File: src/rtl/add_drv_if.sv
// Operand request and result response channels between a sequencer (master) and add_drv (slave).
interface add_drv_if;
    logic       in_valid;
    logic       in_ready;
    logic [3:0] in_a;
    logic [3:0] in_b;
    logic       out_valid;
    logic       out_ready;
    logic [4:0] out_sum;
    logic       out_mismatch;

    modport master (
        output in_valid, in_a, in_b, out_ready,
        input  in_ready, out_valid, out_sum, out_mismatch
    );

    modport slave (
        input  in_valid, in_a, in_b, out_ready,
        output in_ready, out_valid, out_sum, out_mismatch
    );
endinterface

File: src/rtl/add_drv.sv
// Request-side driver for a registered 4-bit adder: issues one operand pair, waits LAT edges,
// captures the adder sum and returns it with a self-check against the locally computed sum.
module add_drv #(
    parameter int unsigned LAT   = 1,
    parameter int unsigned ERR_W = 8
) (
    input  logic             clk,
    input  logic             rst_n,
    add_drv_if.slave         drv,
    output logic [3:0]       a,
    output logic [3:0]       b,
    input  logic [4:0]       sum,
    output logic [ERR_W-1:0] err_cnt
);
    localparam int unsigned      CNT_W    = (LAT == 0) ? 1 : $clog2(LAT + 1);
    localparam logic [CNT_W-1:0] CNT_LAST = CNT_W'(LAT);

    typedef enum logic [1:0] {
        IDLE,
        WAIT,
        RESP
    } state_t;

    state_t           state_q, state_d;
    logic [3:0]       a_q, a_d;
    logic [3:0]       b_q, b_d;
    logic [4:0]       exp_q, exp_d;
    logic [CNT_W-1:0] cnt_q, cnt_d;
    logic             out_valid_q, out_valid_d;
    logic [4:0]       out_sum_q, out_sum_d;
    logic             out_mismatch_q, out_mismatch_d;
    logic [ERR_W-1:0] err_cnt_q, err_cnt_d;

    always_ff @(posedge clk or negedge rst_n) begin
        if (!rst_n) begin
            state_q        <= IDLE;
            a_q            <= '0;
            b_q            <= '0;
            exp_q          <= '0;
            cnt_q          <= '0;
            out_valid_q    <= 1'b0;
            out_sum_q      <= '0;
            out_mismatch_q <= 1'b0;
            err_cnt_q      <= '0;
        end else begin
            state_q        <= state_d;
            a_q            <= a_d;
            b_q            <= b_d;
            exp_q          <= exp_d;
            cnt_q          <= cnt_d;
            out_valid_q    <= out_valid_d;
            out_sum_q      <= out_sum_d;
            out_mismatch_q <= out_mismatch_d;
            err_cnt_q      <= err_cnt_d;
        end
    end

    always_comb begin
        state_d        = state_q;
        a_d            = a_q;
        b_d            = b_q;
        exp_d          = exp_q;
        cnt_d          = cnt_q;
        out_valid_d    = out_valid_q;
        out_sum_d      = out_sum_q;
        out_mismatch_d = out_mismatch_q;
        err_cnt_d      = err_cnt_q;

        unique case (state_q)
            IDLE: begin
                if (drv.in_valid) begin
                    a_d     = drv.in_a;
                    b_d     = drv.in_b;
                    exp_d   = {1'b0, drv.in_a} + {1'b0, drv.in_b};
                    cnt_d   = '0;
                    state_d = WAIT;
                end
            end
            WAIT: begin
                // cnt counts edges since operands were driven; the sum is valid once it reaches LAT
                if (cnt_q == CNT_LAST) begin
                    out_sum_d      = sum;
                    out_mismatch_d = (sum != exp_q);
                    out_valid_d    = 1'b1;
                    state_d        = RESP;
                    if ((sum != exp_q) && (err_cnt_q != '1)) begin
                        err_cnt_d = err_cnt_q + ERR_W'(1);
                    end
                end else begin
                    cnt_d = cnt_q + CNT_W'(1);
                end
            end
            RESP: begin
                if (drv.out_ready) begin
                    out_valid_d = 1'b0;
                    state_d     = IDLE;
                end
            end
            default: state_d = IDLE;
        endcase
    end

    assign drv.in_ready     = (state_q == IDLE);
    assign drv.out_valid    = out_valid_q;
    assign drv.out_sum      = out_sum_q;
    assign drv.out_mismatch = out_mismatch_q;
    assign a                = a_q;
    assign b                = b_q;
    assign err_cnt          = err_cnt_q;
endmodule
File: src/flat_wrapper.sv
// flat-port wrapper written by rule: the top's interface ports become plain ports
module add_drv_flat 
#(
    parameter int unsigned LAT   = 1,
    parameter int unsigned ERR_W = 8
)
  (clk, rst_n, a, b, sum, err_cnt, drv_in_valid, drv_in_a, drv_in_b, drv_out_ready, drv_in_ready, drv_out_valid, drv_out_sum, drv_out_mismatch);
  add_drv_if drv_i ();
  input  logic clk;
  input  logic rst_n;
  output logic [3:0] a;
  output logic [3:0] b;
  input  logic [4:0] sum;
  output logic [ERR_W-1:0] err_cnt;
  input wire logic [$bits(drv_i.in_valid)-1:0] drv_in_valid;
  input wire logic [$bits(drv_i.in_a)-1:0] drv_in_a;
  input wire logic [$bits(drv_i.in_b)-1:0] drv_in_b;
  input wire logic [$bits(drv_i.out_ready)-1:0] drv_out_ready;
  output wire logic [$bits(drv_i.in_ready)-1:0] drv_in_ready;
  output wire logic [$bits(drv_i.out_valid)-1:0] drv_out_valid;
  output wire logic [$bits(drv_i.out_sum)-1:0] drv_out_sum;
  output wire logic [$bits(drv_i.out_mismatch)-1:0] drv_out_mismatch;
  assign drv_i.in_valid = drv_in_valid;
  assign drv_i.in_a = drv_in_a;
  assign drv_i.in_b = drv_in_b;
  assign drv_i.out_ready = drv_out_ready;
  assign drv_in_ready = drv_i.in_ready;
  assign drv_out_valid = drv_i.out_valid;
  assign drv_out_sum = drv_i.out_sum;
  assign drv_out_mismatch = drv_i.out_mismatch;
  add_drv #(.LAT(LAT), .ERR_W(ERR_W)) u_core (.clk(clk), .rst_n(rst_n), .drv(drv_i), .a(a), .b(b), .sum(sum), .err_cnt(err_cnt));
endmodule
File: config.mk
export PLATFORM = sky130hd
export DESIGN_NAME = add_drv_flat
export DESIGN_NICKNAME = d
export VERILOG_FILES = /design/src/rtl/add_drv_if.sv /design/src/rtl/add_drv.sv /design/src/flat_wrapper.sv
export SDC_FILE = /design/constraint.sdc
export NUM_CORES = 1
export LEC_CHECK = 0
export CORE_ASPECT_RATIO = 0.75
export CORE_MARGIN = 2
export CORE_UTILIZATION = 35
export DETAILED_ROUTE_END_ITERATION = 10
export SLEW_MARGIN = 10
export SYNTH_ARGS = -nofsm -noshare
export SYNTH_HDL_FRONTEND = slang
export SYNTH_SLANG_ARGS = --single-unit
File: constraint.sdc
create_clock -name clk -period 1.9 [get_ports clk]
set_clock_uncertainty 0.1 [all_clocks]
set_input_delay 0.38 -clock clk [delete_from_list [all_inputs] [get_ports clk]]
set_output_delay 0.38 -clock clk [all_outputs]
set_load 0.05 [all_outputs]
Word-level counts from Yosys, hierarchy flattened
Cells that the tools add are included.
Widths: inputs -> output; s select.
- $add $sub $neg: 3
- multipliers: 0
- div/mod/pow operators: 0
- magnitude comparators: 0
- equality and inequality tests: 7
- shift-type cells: 0
- mux-type cells: 10
- bitwise logic cells: 0
- reduce and logical (&&, ||, !) cells: 10
- operators by type and width (cell ; number):
    $reduce_and 3->1 ; 3
    $add 8x1->8 const B ; 1
    $ne 8x8->1 const B ; 1
    $mux 2 ; 3
    $pmux 2 s3 ; 1
    $reduce_and 2->1 ; 3
    $add 4x4->5 ; 1
    $ne 5x5->1 ; 1
    $mux 1 ; 4
    $ne 2x2->1 const B ; 2
    $pmux 1 s2 ; 2
    $reduce_bool 2->1 ; 2
    $eq 2x1->1 const B ; 1
    $eq 2x2->1 const B ; 1
    $logic_not 2->1 ; 1
    $ne 2x1->1 const B ; 1
    $add 1x1->1 const B ; 1
    $logic_and 1x1->1 ; 1
- flip-flop bits (word level): 31
- latch bits: 0
- RAM bits: 0
- memory bits (read-only): 0
- input port bits: 17
- output and inout port bits: 24
- memories: 0

Depth between registers and ports, before layout
Gate-level depths: netlist of run 1.
- depth in word-level cells: 3
- mapped depth: 7
- mapped depth without buffers: 7

Worst setup path before layout of run 1
OpenSTA, ideal clock, no wires.
- path kind: reg2reg
- start: reg u_core.err_cnt_q[3] (netlist: u_core.err_cnt[3])
- end: reg u_core.err_cnt_q[1] (netlist: u_core.err_cnt[1])
- arrival: 1586 ps
- data required time: 1675 ps
- setup slack: 89 ps
- cell stages (with the launch flop): 5
- path buffers: 0
- period minus slack after synthesis: 1811 ps
- cells stage by stage: dfrtp_1 and4_1 a41oi_2 o31ai_4 mux2_4
- cells in the longest elaborated chain, start to end: 3
- ends and longest elaborated chain (what ; line ; RTL):
    from (decl) ; add_drv.sv:32 ; logic [ERR_W-1:0] err_cnt_q, err_cnt_d;
    from (signal assigned) ; add_drv.sv:54 ; err_cnt_q <= err_cnt_d;
    $ne 8x8->1 ; add_drv.sv:86 ; if ((sum != exp_q) && (err_cnt_q != '1)) begin
    $logic_and 1x1->1 ; add_drv.sv:86 ;
    $reduce_and 3->1 (no source line) ; -- ;
Every way passes these cells.
A chain may end at the register's enable or synchronous reset.

Final worst setup path of run 1
- start: in drv_in_a[0]
- end: reg u_core.exp_q[2]
- cells in the longest elaborated chain, start to end: 1
- ends and longest elaborated chain (what ; line ; RTL):
    from (decl) ; flat_wrapper.sv:16 ; input wire logic [$bits(drv_i.in_a)-1:0] drv_in_a;
    $add 4x4->5 ; add_drv.sv:74 ; exp_d = {1'b0, drv.in_a} + {1'b0, drv.in_b};
    to (signal assigned) ; add_drv.sv:49 ; exp_q <= exp_d;
    to (decl) ; add_drv.sv:27 ; logic [4:0] exp_q, exp_d;
Every way passes these cells.

==> results of run 1 <==
## metal layers
metal,wire length [um],vias up,GRT usage
met1,1330,494,0.164
met2,1360,20,0.220
met3,120,2,0.0438
met4,26,0,0.0501
met5,0,-,0
li1,-,493,-
## power by group through the flow
| stage | Clock [W] | Sequential [W] | Combinational [W] |
|---|---|---|---|
| detailed placement | 0 | 0.00122 | 0.00205 |
| CTS | 0.000534 | 0.00121 | 0.00206 |
| floorplan | 0 | 0.00190 | 0.000719 |
| global route | 0.000560 | 0.00125 | 0.00217 |
| global placement | 0 | 0.00121 | 0.00204 |
| finish | 0.000508 | 0.00121 | 0.00205 |
## sequential cells by signal, indices dropped and copies added (netlist names), 2 cells and up
signal / count
u_core.err_cnt: 8
u_core.drv.out_sum: 5
u_core.exp_q: 5
u_core.a: 4
u_core.b: 4
u_core.state_q: 2
## cell type report
class,count,area [um^2],share of cell area
clock buffers,6,82.6,0.0410
clock inverters,1,5.00,0.00248
inverters,8,30.0,0.0149
multi-input cells,75,652,0.323
flip-flops and latches,31,776,0.385
well taps,55,68.8,0.0341
repair buffers,46,402,0.199
## worst paths after layout
| check | from | endpoint | slack, ps | cells past startpoint |
|---|---|---|---|---|
| min | rst_n | u_core.a[1] | 400 | 2 |
| min in group clk | u_core.drv.out_sum[2] | u_core.drv.out_sum[2] | 400 | 1 |
| min reg2reg | u_core.drv.out_sum[2] | u_core.drv.out_sum[2] | 400 | 1 |
| max reg2reg | u_core.err_cnt[0] | u_core.err_cnt[7] | 190 | 6 |
| max | drv_in_a[0] | u_core.exp_q[2] | 50 | 6 |
| max in group asynchronous | rst_n | u_core.err_cnt[4] | 1010 | 2 |
## kinds of logic (layout without fill, tap and decap cells)
kind of cell             count (synthesis)  in the layout  share of synthesized area
AO/OA/AOI/OAI                           13             13                     0.0715
AND/OR/NAND/NOR                         24             24                     0.0877
XOR/XNOR                                14             14                     0.0835
multiplexers                            18             18                      0.140
adder cells (fa/ha/maj)                  6              6                     0.0562
buffers and inverters                   10             61                     0.0332
flip-flops                              31             31                      0.528
## metrics by stage
stage / setup slack (ps) / std cells
5_1_grt: 5.19 / 222
6_report: 54.6 / 222
3_5_place_dp: -276 / 215
2_1_floorplan: 88.6 / 116
3_3_place_gp: -254 / 215
4_1_cts: 9.07 / 222
## synthesized netlist by cell type
cell,number
nor2_1,9
nand3_1,4
fa_1,1
o21ai_0,1
nor3_1,3
nand3b_4,1
a22o_2,1
o31ai_4,1
buf_4,1
xor2_1,7
mux2_4,1
nor4_2,1
buf_6,1
mux2_2,16
mux2i_1,1
a21o_1,2
ha_1,5
a41oi_2,1
nand2_1,5
dfrtp_1,31
xnor2_1,7
a21oi_1,6
and4_1,1
inv_1,8
o31ai_1,1
## placed cells by master (no fill, tap or decap), types with 4 or more instances in the layout
cell	instances
dfrtp_1	31
buf_4	28
mux2_2	16
clkdlybuf4s50_1	16
nor2_1	9
inv_1	8
xnor2_1	7
xor2_1	7
a21oi_1	6
clkbuf_8	6
nand2_1	5
ha_1	4
## worst reg2reg max path, stage by stage (launching register included)
cell and delay [ps]:
dfrtp_1 420, ha_1 270, a41oi_2 240, o31ai_4 100, buf_6 150, nor4_2 200
xor2_1 170
## repair_timing
item	in CTS	in global routing
resized for setup	0	3
setup endpoints to repair	0	2
setup buffers	0	0
==> metrics.md, run 1 <==
| Metric | Value |
|---|---|
| Post-route antenna net violation count | 0 |
| Sequential area share after synthesis | 0.528 |
| Synth top area cells | dfrtp_1 (53%), mux2_2 (12%), ha_1 (4.3%) |
| Die height | about 60 um |
| CP Data Required Time | around 2000 ps |
| Hold_buf cts | 0 |
| Clk buf depth | 2 |
| Crit-path max FO | 2 |
| IO Pins | just over 40 |
| Synthesis Warnings | 0 |
| Synth Cell Area | 1470 um^2 |
| Register bit count reported by yosys | 31 |
| Worst-Margin Slew | between 300 and 400 ps |
| Critical path cell sequence | clkdlybuf4s50_1, ha_2, inv_1, fa_1, xnor2_1, mux2_2 |
| Diodes inserted | 0 |
| CTS tree | done |
| Die ar. | around 4700 um^2 |
| WHS | 399 ps |
| Mapped Nets | roughly 140 |
| Crit path time final | 1850 ps |
| Crit path buffers/inverters | 2 |
| RSZ-0062 raised after global routing | false |
| Chip width | 78.8 um |
| Largest net degree at the start of global routing | 32 |
| Total GRT Usage | 0.133 |
| Gr ovfl total | 0 |
| Worst-Skew Late Latency | 270 ps |
| Crit path DAT | 1910 ps |
| Post-synth top area share | 0.528 |
| Worst vdd ir | around 0.00088 V |
| First-pass GRT wire length | 4.71 mm |
| Final setup viols | 0 |
| Worst-path cell with the longest stage delay | clkdlybuf4s50_1 |
| P_int | a little over 0.002 W |
| First DRT Iteration DRCs | 29 |
| Pwr Total | ~0.0038 W |
| Clock power frac | 0.135 |
| Worst min path class | input port to async pin |
| WL final | between 2 and 3 mm |
| Pleak | 0.941 nW |
| Final Util | 0.500 |
| Synth cell types | 25 |
| Largest area contributor in the netlist | dfrtp_1 |
| Row count | 20 |
| Initial DRT Pass Iterations | 3 |
| Cell family with most CP delay | adder cells |
| Design Area, Final | between 2000 and 2500 um^2 |
| Inserted Clock Buffers | 5 |
| Initial antenna violation count | 0 |
| Sw Share | 0.455 |
| Startpoint types | input port |
| Drt drc | 0 |
| Status | complete, no violations |
| Vias per cell | 4.55 |
| Final HPWL DP | 2.12 mm |
| Switching pwr | approximately 0.0017 W |
| Critical path type | input port to flop |
| Slew Limit Headroom | 0.738 |
| Worst-path clk slew | 60 ps |
| Fin nets | 190 |
| Peak Freq | 542 MHz |
| Final period util | 0.971 |
| Sequential Power Share | 0.320 |
| Layout cells sized above 1 | 0.365 |
| Root cell of the clock tree | clkbuf_8 |
| Clock sinks | 31 |
| Setup TNS | 0 ps |
| Htree depth | 2 |
| Crit-path max cell delay | 480 ps |
| Layout filler cell count | around 380 |
| Final Max Tran Viols | 0 |
| # port buffers | 40 |
| Power Dens Cells | 1870 nW/um^2 |
| Max-Cap Viols | 0 |
| RD Place Congestion | 0.857 |
| Syn Inst Count | 116 |
| P&R area growth vs syn | 37.2% |
| Starting Density | 0.365 |
| Vias | 1,009 |
| Endpoint type of the worst setup path | flop |
| Drt wl/cell | ~13 um |
| Avg Inst Size Synth | 12.7 um^2 |
| Core area | 4030 um^2 |
| Comb pwr share | 0.545 |
| Placed Area | 1920 um^2 |
| Hold Fails Final Rpt | 0 |
| Vias in the first global route | between 1,000 and 1,500 |
Note: power is estimated with default switching activity, not from simulation.
==> run 2, diff against run 1 <==
CELL_PAD_IN_SITES_DETAIL_PLACEMENT = 2   (was unset)
CELL_PAD_IN_SITES_GLOBAL_PLACEMENT = 2   (was unset)
CORE_UTILIZATION = 30   (was 35)
MAX_ROUTING_LAYER = met4   (was unset)
PLACE_DENSITY_LB_ADDON = 0.1   (was unset)
==> run 2 against run 1 <==
Sequential power about the same. Cell area rose by 1.6%. Clock-buffer cell count rose by 2. Routed wire length is 27% higher. Register-to-register slack worse by 50 ps. Critical path type unchanged.
==> metrics.md, run 2 (same netlist as run 1, synthesis figures left out) <==
| Metric | Value |
|---|---|
| Layout cells sized above 1 | 0.373 |
| Final Util | 0.425 |
| Crit path DAT | 1890 ps |
| Largest net degree at the start of global routing | 32 |
| Layout filler cell count | around 500 |
| Drt wl/cell | 15.8 um |
| Max-Cap Viols | 0 |
| Crit-path max cell delay | between 500 and 600 ps |
| Htree depth | 2 |
| Worst-path cell with the longest stage delay | clkdlybuf4s50_1 |
| Vias per cell | ~4.6 |
| Final HPWL DP | between 2 and 3 mm |
| Crit path buffers/inverters | 2 |
| Critical path type | input port to flop |
| Drt drc | 0 |
| Pwr Total | 0.00389 W |
| Worst vdd ir | 0.000736 V |
| Vias | 1,055 |
| # port buffers | 40 |
| Root cell of the clock tree | clkbuf_8 |
| Fin nets | around 190 |
| Startpoint types | input port |
| Worst-Margin Slew | 410 ps |
| Placement Setup Slack | -334 ps |
| Peak Freq | 550 MHz |
| First-pass GRT wire length | 6.23 mm |
| CTS tree | done |
| Status | complete, no violations |
| Final period util | 0.957 |
| First DRT Iteration DRCs | 39 |
| Clk buf depth | 2 |
| Final setup viols | 0 |
| Final Max Tran Viols | 0 |
| Hold_buf cts | 0 |
| P&R area growth vs syn | 39.4% |
| Row count | 22 |
| Vias in the first global route | roughly 1,200 |
| WL final | between 3 and 4 mm |
| Pleak | 0.954 nW |
| Starting Density | 0.305 |
| Post-route antenna net violation count | 0 |
| Die height | 64.6 um |
| Crit path time final | 1820 ps |
| Initial DRT Pass Iterations | 3 |
| RSZ-0062 raised after global routing | false |
| Most common cell after layout, fill and taps aside | dfrtp_1 |
| Setup WS post-layout | slightly above 80 ps |
| Worst-path clk slew | 60 ps |
| Cell family with most CP delay | buffers and inverters |
| Die ar. | 5480 um^2 |
| RD Place Congestion | 0.715 |
| IO Pins | 41 |
| Slew Limit Headroom | 0.727 |
| Worst-Skew Late Latency | roughly 290 ps |
| Crit-path max FO | 6 |
| CP Data Required Time | 1970 ps |
| Max reg flops | 8 |
| Most frequent cells in the layout | dfrtp_1 (31), buf_4 (29), mux2_2 (16), clkdlybuf4s50_1 (16), nor2_1 (9) |
| Critical path cell sequence | clkdlybuf4s50_1, xnor2_1, nand3_1, o31ai_4, buf_6, nor3_1, xor2_1 |
| Diodes inserted | 0 |
| Clock sinks | 31 |
| Worst min path class | input port to async pin |
| Total GRT Usage | 0.157 |
| Power Dens Cells | roughly 1900 nW/um^2 |
| Initial antenna violation count | 0 |
| Inserted Clock Buffers | 5 |
| Setup Buffers After CTS | 0 |
| Hold Fails Final Rpt | 0 |
| Core area | 4820 um^2 |
| Chip width | 84.8 um |
| Endpoint type of the worst setup path | flop |
| Gr ovfl total | 0 |
-- run 2: worst register-to-register path, stage by stage (launching register included) --
cell and delay (ps):
dfrtp_1 430, ha_1 280, a41oi_2 240, o31ai_4 130, buf_6 150, nor3_1 200, xnor2_1 160
-- run 2: repair_timing --
action                     4_1_cts  5_1_grt
resized for setup                1        3
pin swaps                        1        0
setup endpoints to repair        6        3
-- run 2: layout make-up --
| cell class | count | area, um^2 | share of cell area |
|---|---|---|---|
| clock buffer | 8 | 100 | 0.0489 |
| sequential | 31 | 776 | 0.379 |
| multi-input combinational | 75 | 657 | 0.321 |
| inverter | 8 | 30.0 | 0.0147 |
| timing repair buffer | 47 | 409 | 0.200 |
| tap | 60 | 75.1 | 0.0367 |
-- run 2: power breakdown --
group	total (W)	internal (W)	switching, W
Sequential	0.00122	0.000960	0.000265
Clock	0.000579	0.000330	0.000249
Combinational	0.00208	0.000809	0.00128
Total	0.00389	0.00210	0.00179
-- run 2: per-stage QoR --
step / hold WS [ps] / area, um^2 / TNS [ps] / std cells
floorplan: -15.6 / 1470 / 0 / 116
global placement: 370 / 1930 / -2730 / 221
detailed placement: 401 / 1930 / -3080 / 221
CTS: 421 / 2040 / 0 / 229
global route: 438 / 2050 / 0 / 229
finish: 412 / 2050 / 0 / 229
-- run 2: per-layer routing --
metal,GRT usage,part of all wire
met1,0.203,0.48
met2,0.225,0.46
met3,0.0433,0.043
met4,0.0833,0.024
met5,-,0
-- run 2: worst paths after layout --
| path | end | cells after the start | slack, ps | start |
|---|---|---|---|---|
| setup / recovery | u_core.err_cnt[5] | 7 | 80 | sum[4] |
| hold / removal | u_core.b[2] | 2 | 410 | rst_n |
| setup reg to reg | u_core.err_cnt[6] | 6 | 140 | u_core.err_cnt[0] |
| hold reg to reg | u_core.b[2] | 1 | 420 | u_core.b[2] |
| max in group asynchronous | u_core.err_cnt[5] | 2 | 990 | rst_n |
| min in group clk | u_core.b[2] | 1 | 420 | u_core.b[2] |
